<file path="config.mk">
export PLATFORM = sky130hd
export DESIGN_NAME = cfg_reg_bank
export DESIGN_NICKNAME = d
export VERILOG_FILES = /design/src/rtl/cfg_reg_bank.sv
export SDC_FILE = /design/constraint.sdc
export NUM_CORES = 1
export LEC_CHECK = 0
export CAP_MARGIN = 20
export CORE_ASPECT_RATIO = 1.75
export CORE_MARGIN = 2
export CORE_UTILIZATION = 40
export DETAILED_ROUTE_END_ITERATION = 12
export PLACE_DENSITY = 0.63
export SYNTH_ARGS = -nofsm -noshare
export SYNTH_HDL_FRONTEND = slang
export SYNTH_SLANG_ARGS = --single-unit
</file>
<file path="constraint.sdc">
create_clock -name CLK -period 2.1 [get_ports CLK]
set_input_delay 0.315 -clock CLK [delete_from_list [all_inputs] [get_ports CLK]]
set_output_delay 0.315 -clock CLK [all_outputs]
set_load 0.02 [all_outputs]
</file>
<file path="src/rtl/cfg_reg_bank.sv">
// Configuration register bank with a start/done handshake to a processing core.
//
// Register map (16-bit registers, byte-split data buses):
//   0x00        ID       RO  returns CHIP_ID
//   0x01        CTRL     bit0 START (pulse), bit1 SOFT_RST (pulse), bit8 IRQ_EN (RW)
//   0x02        STATUS   bit0 BUSY, bit1 DONE (W1C), bit2 ERR (W1C), [15:8] DONE_CNT
//   0x03        SCRATCH  RW
//   0x10+k      CFG[k]   RW, k < NUM_CFG; writes while BUSY are dropped and flag ERR
//   others      read 0, writes ignored
//
// Ports:
//   CLK, rst_n                  clock (rising edge), asynchronous active-low reset
//   reg_ce, reg_we              access strobe and write select
//   reg_addr_0b                 register address
//   reg_wdata_0b/1b             write data [7:0]/[15:8]
//   reg_rdata_0b/1b             registered read data [7:0]/[15:8], 1-cycle latency
//   cfg_out                     packed CFG contents, CFG[k] at [16k+15:16k]
//   core_start / core_done      one-cycle start pulse out / completion pulse in
//   irq                         registered level interrupt
module cfg_reg_bank #(
  parameter int unsigned NUM_CFG = 8,
  parameter logic [15:0] CHIP_ID = 16'hC0DE
) (
  input  logic                   CLK,
  input  logic                   rst_n,
  input  logic                   reg_ce,
  input  logic                   reg_we,
  input  logic [7:0]             reg_addr_0b,
  input  logic [7:0]             reg_wdata_0b,
  input  logic [7:0]             reg_wdata_1b,
  output logic [7:0]             reg_rdata_0b,
  output logic [7:0]             reg_rdata_1b,
  output logic [16*NUM_CFG-1:0]  cfg_out,
  output logic                   core_start,
  input  logic                   core_done,
  output logic                   irq
);

  localparam logic [0:0] StIdle = 1'b0;
  localparam logic [0:0] StRun  = 1'b1;

  localparam logic [7:0] AddrId      = 8'h00;
  localparam logic [7:0] AddrCtrl    = 8'h01;
  localparam logic [7:0] AddrStatus  = 8'h02;
  localparam logic [7:0] AddrScratch = 8'h03;

  logic [0:0]             state_q, state_d;
  logic                   core_start_q, core_start_d;
  logic                   done_q, done_d;
  logic                   err_q, err_d;
  logic [7:0]             done_cnt_q, done_cnt_d;
  logic [15:0]            scratch_q, scratch_d;
  logic                   irq_en_q, irq_en_d;
  logic                   irq_q, irq_d;
  logic [15:0]            rdata_q, rdata_d;
  logic [16*NUM_CFG-1:0]  cfg_q, cfg_d;

  logic [15:0] wdata;
  logic        wr_en, rd_en, busy;
  logic        wr_ctrl, wr_status, wr_scratch;
  logic        soft_rst, start_req;
  logic        cfg_hit;
  logic [15:0] rd_val;

  assign wdata      = {reg_wdata_1b, reg_wdata_0b};
  assign wr_en      = reg_ce & reg_we;
  assign rd_en      = reg_ce & ~reg_we;
  assign busy       = (state_q == StRun);
  assign wr_ctrl    = wr_en & (reg_addr_0b == AddrCtrl);
  assign wr_status  = wr_en & (reg_addr_0b == AddrStatus);
  assign wr_scratch = wr_en & (reg_addr_0b == AddrScratch);
  assign soft_rst   = wr_ctrl & wdata[1];
  // SOFT_RST dominates a simultaneous START.
  assign start_req  = wr_ctrl & wdata[0] & ~wdata[1];

  always_comb begin
    cfg_hit = 1'b0;
    for (int unsigned k = 0; k < NUM_CFG; k++) begin
      if (reg_addr_0b == 8'(16 + k)) cfg_hit = 1'b1;
    end
  end

  // Read mux
  always_comb begin
    rd_val = 16'h0000;
    unique case (reg_addr_0b)
      AddrId:      rd_val = CHIP_ID;
      AddrCtrl:    rd_val = {7'b0, irq_en_q, 8'h00};
      AddrStatus:  rd_val = {done_cnt_q, 5'b0, err_q, done_q, busy};
      AddrScratch: rd_val = scratch_q;
      default: begin
        for (int unsigned k = 0; k < NUM_CFG; k++) begin
          if (reg_addr_0b == 8'(16 + k)) rd_val = cfg_q[16*k +: 16];
        end
      end
    endcase
  end

  // Next-state logic
  always_comb begin
    state_d      = state_q;
    core_start_d = 1'b0;
    done_d       = done_q;
    err_d        = err_q;
    done_cnt_d   = done_cnt_q;
    scratch_d    = scratch_q;
    irq_en_d     = irq_en_q;
    cfg_d        = cfg_q;
    rdata_d      = rd_en ? rd_val : rdata_q;
    irq_d        = irq_en_q & (done_q | err_q);

    if (wr_scratch) scratch_d = wdata;
    // A soft-reset write leaves IRQ_EN as it was.
    if (wr_ctrl && !wdata[1]) irq_en_d = wdata[8];

    if (soft_rst) begin
      state_d    = StIdle;
      done_d     = 1'b0;
      err_d      = 1'b0;
      done_cnt_d = 8'h00;
      cfg_d      = '0;
    end else begin
      if (busy && core_done) begin
        state_d    = StIdle;
        done_cnt_d = done_cnt_q + 8'd1;
      end
      if (!busy && start_req) begin
        state_d      = StRun;
        core_start_d = 1'b1;
      end
      // Set events take priority over W1C in the same cycle.
      done_d = (busy & core_done) | (done_q & ~(wr_status & wdata[1]));
      err_d  = (busy & (start_req | (wr_en & cfg_hit))) | (err_q & ~(wr_status & wdata[2]));
      if (wr_en && !busy) begin
        for (int unsigned k = 0; k < NUM_CFG; k++) begin
          if (reg_addr_0b == 8'(16 + k)) cfg_d[16*k +: 16] = wdata;
        end
      end
    end
  end

  always_ff @(posedge CLK or negedge rst_n) begin
    if (!rst_n) begin
      state_q      <= StIdle;
      core_start_q <= 1'b0;
      done_q       <= 1'b0;
      err_q        <= 1'b0;
      done_cnt_q   <= 8'h00;
      scratch_q    <= 16'h0000;
      irq_en_q     <= 1'b0;
      irq_q        <= 1'b0;
      rdata_q      <= 16'h0000;
      cfg_q        <= '0;
    end else begin
      state_q      <= state_d;
      core_start_q <= core_start_d;
      done_q       <= done_d;
      err_q        <= err_d;
      done_cnt_q   <= done_cnt_d;
      scratch_q    <= scratch_d;
      irq_en_q     <= irq_en_d;
      irq_q        <= irq_d;
      rdata_q      <= rdata_d;
      cfg_q        <= cfg_d;
    end
  end

  assign reg_rdata_0b = rdata_q[7:0];
  assign reg_rdata_1b = rdata_q[15:8];
  assign cfg_out      = cfg_q;
  assign core_start   = core_start_q;
  assign irq          = irq_q;

endmodule

</file>
==> results.md <==
* Final ANT Viol Nets at 0
* WP data required at 2.43 ns
* RR Startpoint: cfg_out[57]
* Leak pwr at 5.51 nW
* EDFF count, synth at 0
* Syn-to-layout area delta at 34.0%
* Top Family by Delay on Critical Path: simple AND/OR/NAND/NOR gates
* Synthesized area per cell at 9.72 µm²
* Critical Path AT at 2.28 ns
* DRC at 0
* DP HPWL at 22800 µm
* Synth top area cells: dfrtp_1, a21oi_1, mux2i_1
* Max cap viols at 0
* R2R cell count at 4
* Max FO, Critical Path at 16
* Hold slack final at 0.370 ns
* RSZ-0062 raised after global routing: false
* Row count at 72
* Global Route Usage Sum at 27.7%
* # setup viols final at 0
* Post-synth cell types at 61
* Die Area at 0.0235 mm²
* Grt total ovfl at 0
* Critical path depth at 6
* First-pass GRT wire length at 48500 µm
* Routed wire length at 31200 µm
* Post-CTS Setup Inserts at 0
* Synthesis warning total at 0
* TritonCTS clock tree: done
* Area leader, netlist: dfrtp_1
* Hold Path Class: in -> async
* Register area share after synthesis at 49.0%
* Post-route minimum period at 1.94 ns
* Worst r2r dst: rdata_q[9]
* #FFs+latches synth at 174
* Worst path slowest cell: clkdlybuf4s50_1
* Crit start category: input pin
* Slew margin rel. at 59.2%
* Routed wire per std cell at 21.9 µm
* Max incr delay on CP at 0.55 ns
* Io pins at 175
* Status: finished clean
* Netlist Area Pre-Place at 0.00888 mm²
* Final hold violations at 0
* Worst skew pair latency at 0.45 ns
* CP Capture Point: scratch_q[13]
* Slew @ Worst Pin at 0.610 ns
* Clk sinks at 174
* Power Total at 0.00763 W
* Core area at 0.0220 mm²
* Root buffer selected by CTS: clkbuf_16
* Htree depth at 4
* Final Max Tran Viols at 0
* Fillers at 2089
* Final period util at 92.6%
* Layout Nets at 1145
* Maximum VDD drop at 0.000492 V
* Num CTS Buffers at 17
* Fmax at 514 MHz
* Initial DRC Count at 491
* I/O Buffers at 174
* Layout cells sized above 1 at 16.9%
* Worst Skew at 0.00537 ns
* Die width at 117 µm
* R2R setup slack at 0.20 ns
* Gate Count Post-Synth at 914
* RePlAce Congestion at 0.906
* CP Class: in -> reg
* Vias at 7912
* Antenna violations before repair at 0
* Clock Pin Slew Worst Setup and Hold Paths at 0.07 ns
* Critical Path End Type: flop
* P per Cell Area at 641 mW/mm²
* Clock Tree Buf Depth at 2
* Mapped Nets at 944
* CP bufs+invs at 2
* Drt pass-1 iters at 6
* Ant diodes at 0
* Top cell type's share of synthesized area at 49.0%
* Largest net degree at the start of global routing at 65
* Vias in the first global route at 8092
* Starting Density at 40.4%
* CP startpoint: reg_addr_0b[3]
* Main synth FF type: dfrtp_1
* CP cell instances: clkdlybuf4s50_1 > nor4_4 > nor4b_4 > buf_4 > nand2_4 > mux2_4
* Die Y at 201 µm
* Fraction of registers with async set/reset at 100%
* Vias per cell at 5.56
==> registers in the layout (all words and copies together) (netlist names) <==
name	count
irq_en_q	1
scratch_q	16
err_q	1
irq	1
core_start	1
cfg_out	128
busy	1
done_cnt_q	8
rdata_q	16
done_q	1
==> logic make-up (layout without fill, tap and decap cells) <==
| group | Yosys count | count (layout) | share of synthesized area, % |
|---|---|---|---|
| flip-flops | 174 | 174 | 49.0 |
| AO/OA/AOI/OAI | 196 | 196 | 12.6 |
| AND/OR/NAND/NOR | 341 | 341 | 17.9 |
| XOR/XNOR | 7 | 7 | 0.690 |
| adder cells (fa/ha/maj) | 1 | 1 | 0.141 |
| buffers and inverters | 100 | 314 | 6.55 |
| multiplexers | 95 | 95 | 13.1 |
==> worst min-delay path by stage <==
stage,from,end,slack [ns],cells after the start
2_1_floorplan,rst_n,busy,0.02,0
3_3_place_gp,rst_n,cfg_out[8],0.29,1
3_5_place_dp,rst_n,cfg_out[24],0.29,1
4_1_cts,rst_n,cfg_out[24],0.40,2
5_1_grt,rst_n,cfg_out[8],0.41,2
6_report,rst_n,cfg_out[10],0.37,2
==> Yosys cell counts, types with 2 or more instances <==
library cell    n
dfrtp_1       174
nand2_1       123
a21oi_1       111
nor2_1         91
nand3_1        82
mux2i_1        53
clkbuf_1       43
o21ai_0        35
buf_2          24
mux2_2         21
clkbuf_8       12
inv_1          11
mux4_2         11
mux2_4         10
o22ai_1        10
and3_1          8
a31oi_1         7
nor2b_1         6
and2_1          5
buf_4           5
buf_6           5
and3_2          4
xor2_1          4
and4_1          3
nand2b_1        3
o211ai_1        3
o2bb2ai_1       3
o311ai_0        3
xnor2_1         3
a2111oi_0       2
a22o_1          2
a31o_1          2
a32oi_1         2
and2_2          2
nor3b_1         2
nor4b_4         2
o21bai_1        2
o32ai_1         2
==> stage by stage <==
step	area (µm²)	setup TNS [ns]	worst slack [ns]	utilization, %	std cells
global route	11900	0	0.0282	54.1	1424
finish	11900	0	0.156	54.1	1424
global placement	11300	-32.38	-0.263	51.5	1391
detailed placement	11300	-36.59	-0.297	51.5	1391
floorplan	8880	0	0.240	-	914
CTS	11900	0	0.171	54.1	1424
==> routing by layer <==
metal	share of wire [%]	up-vias	GRT usage [%]
met5	0	-	0
met4	4.3	0	13.1
met2	52	287	46.1
li1	-	3580	-
met3	4.8	74	3.70
met1	39	3971	35.3
==> power breakdown <==
part	leakage [nW]	internal, W	switching, W
Sequential	2.36	0.00346	0.000106
Clock	0.268	0.00169	0.00141
Combinational	2.88	0.000416	0.000546
==> final cells by class <==
cell class / count / area [µm²] / share of cell area (%)
clock buffer: 19 / 453 / 3.81
clock inverter: 13 / 114 / 0.957
inverter: 11 / 41.3 / 0.347
multi-input combinational: 640 / 3970 / 33.3
sequential: 174 / 4350 / 36.6
tap: 296 / 370 / 3.11
timing repair buffer: 271 / 2600 / 21.9
==> timing repair <==
item,CTS,global route
hold buffers,1,0
setup endpoints to repair,0,0
hold endpoints to repair,41,0
resized for setup,0,0
==> layout by cell type, fill, tap and decap left out, drive strengths merged, types with 4 or more instances in the layout <==
cell type,n
and2,7
and3,12
inv,13
nand2,125
nand3,82
o22ai,10
buf,99
nor2b,6
mux2i,53
o21ai,35
dfrtp,174
mux4,11
a31oi,7
mux2,31
clkbuf,19
clkdlybuf4s50,171
clkinv,5
nor2,91
xor2,4
clkinvlp,5
a21oi,111
No activity file was read; power rests on OpenSTA's default activity.
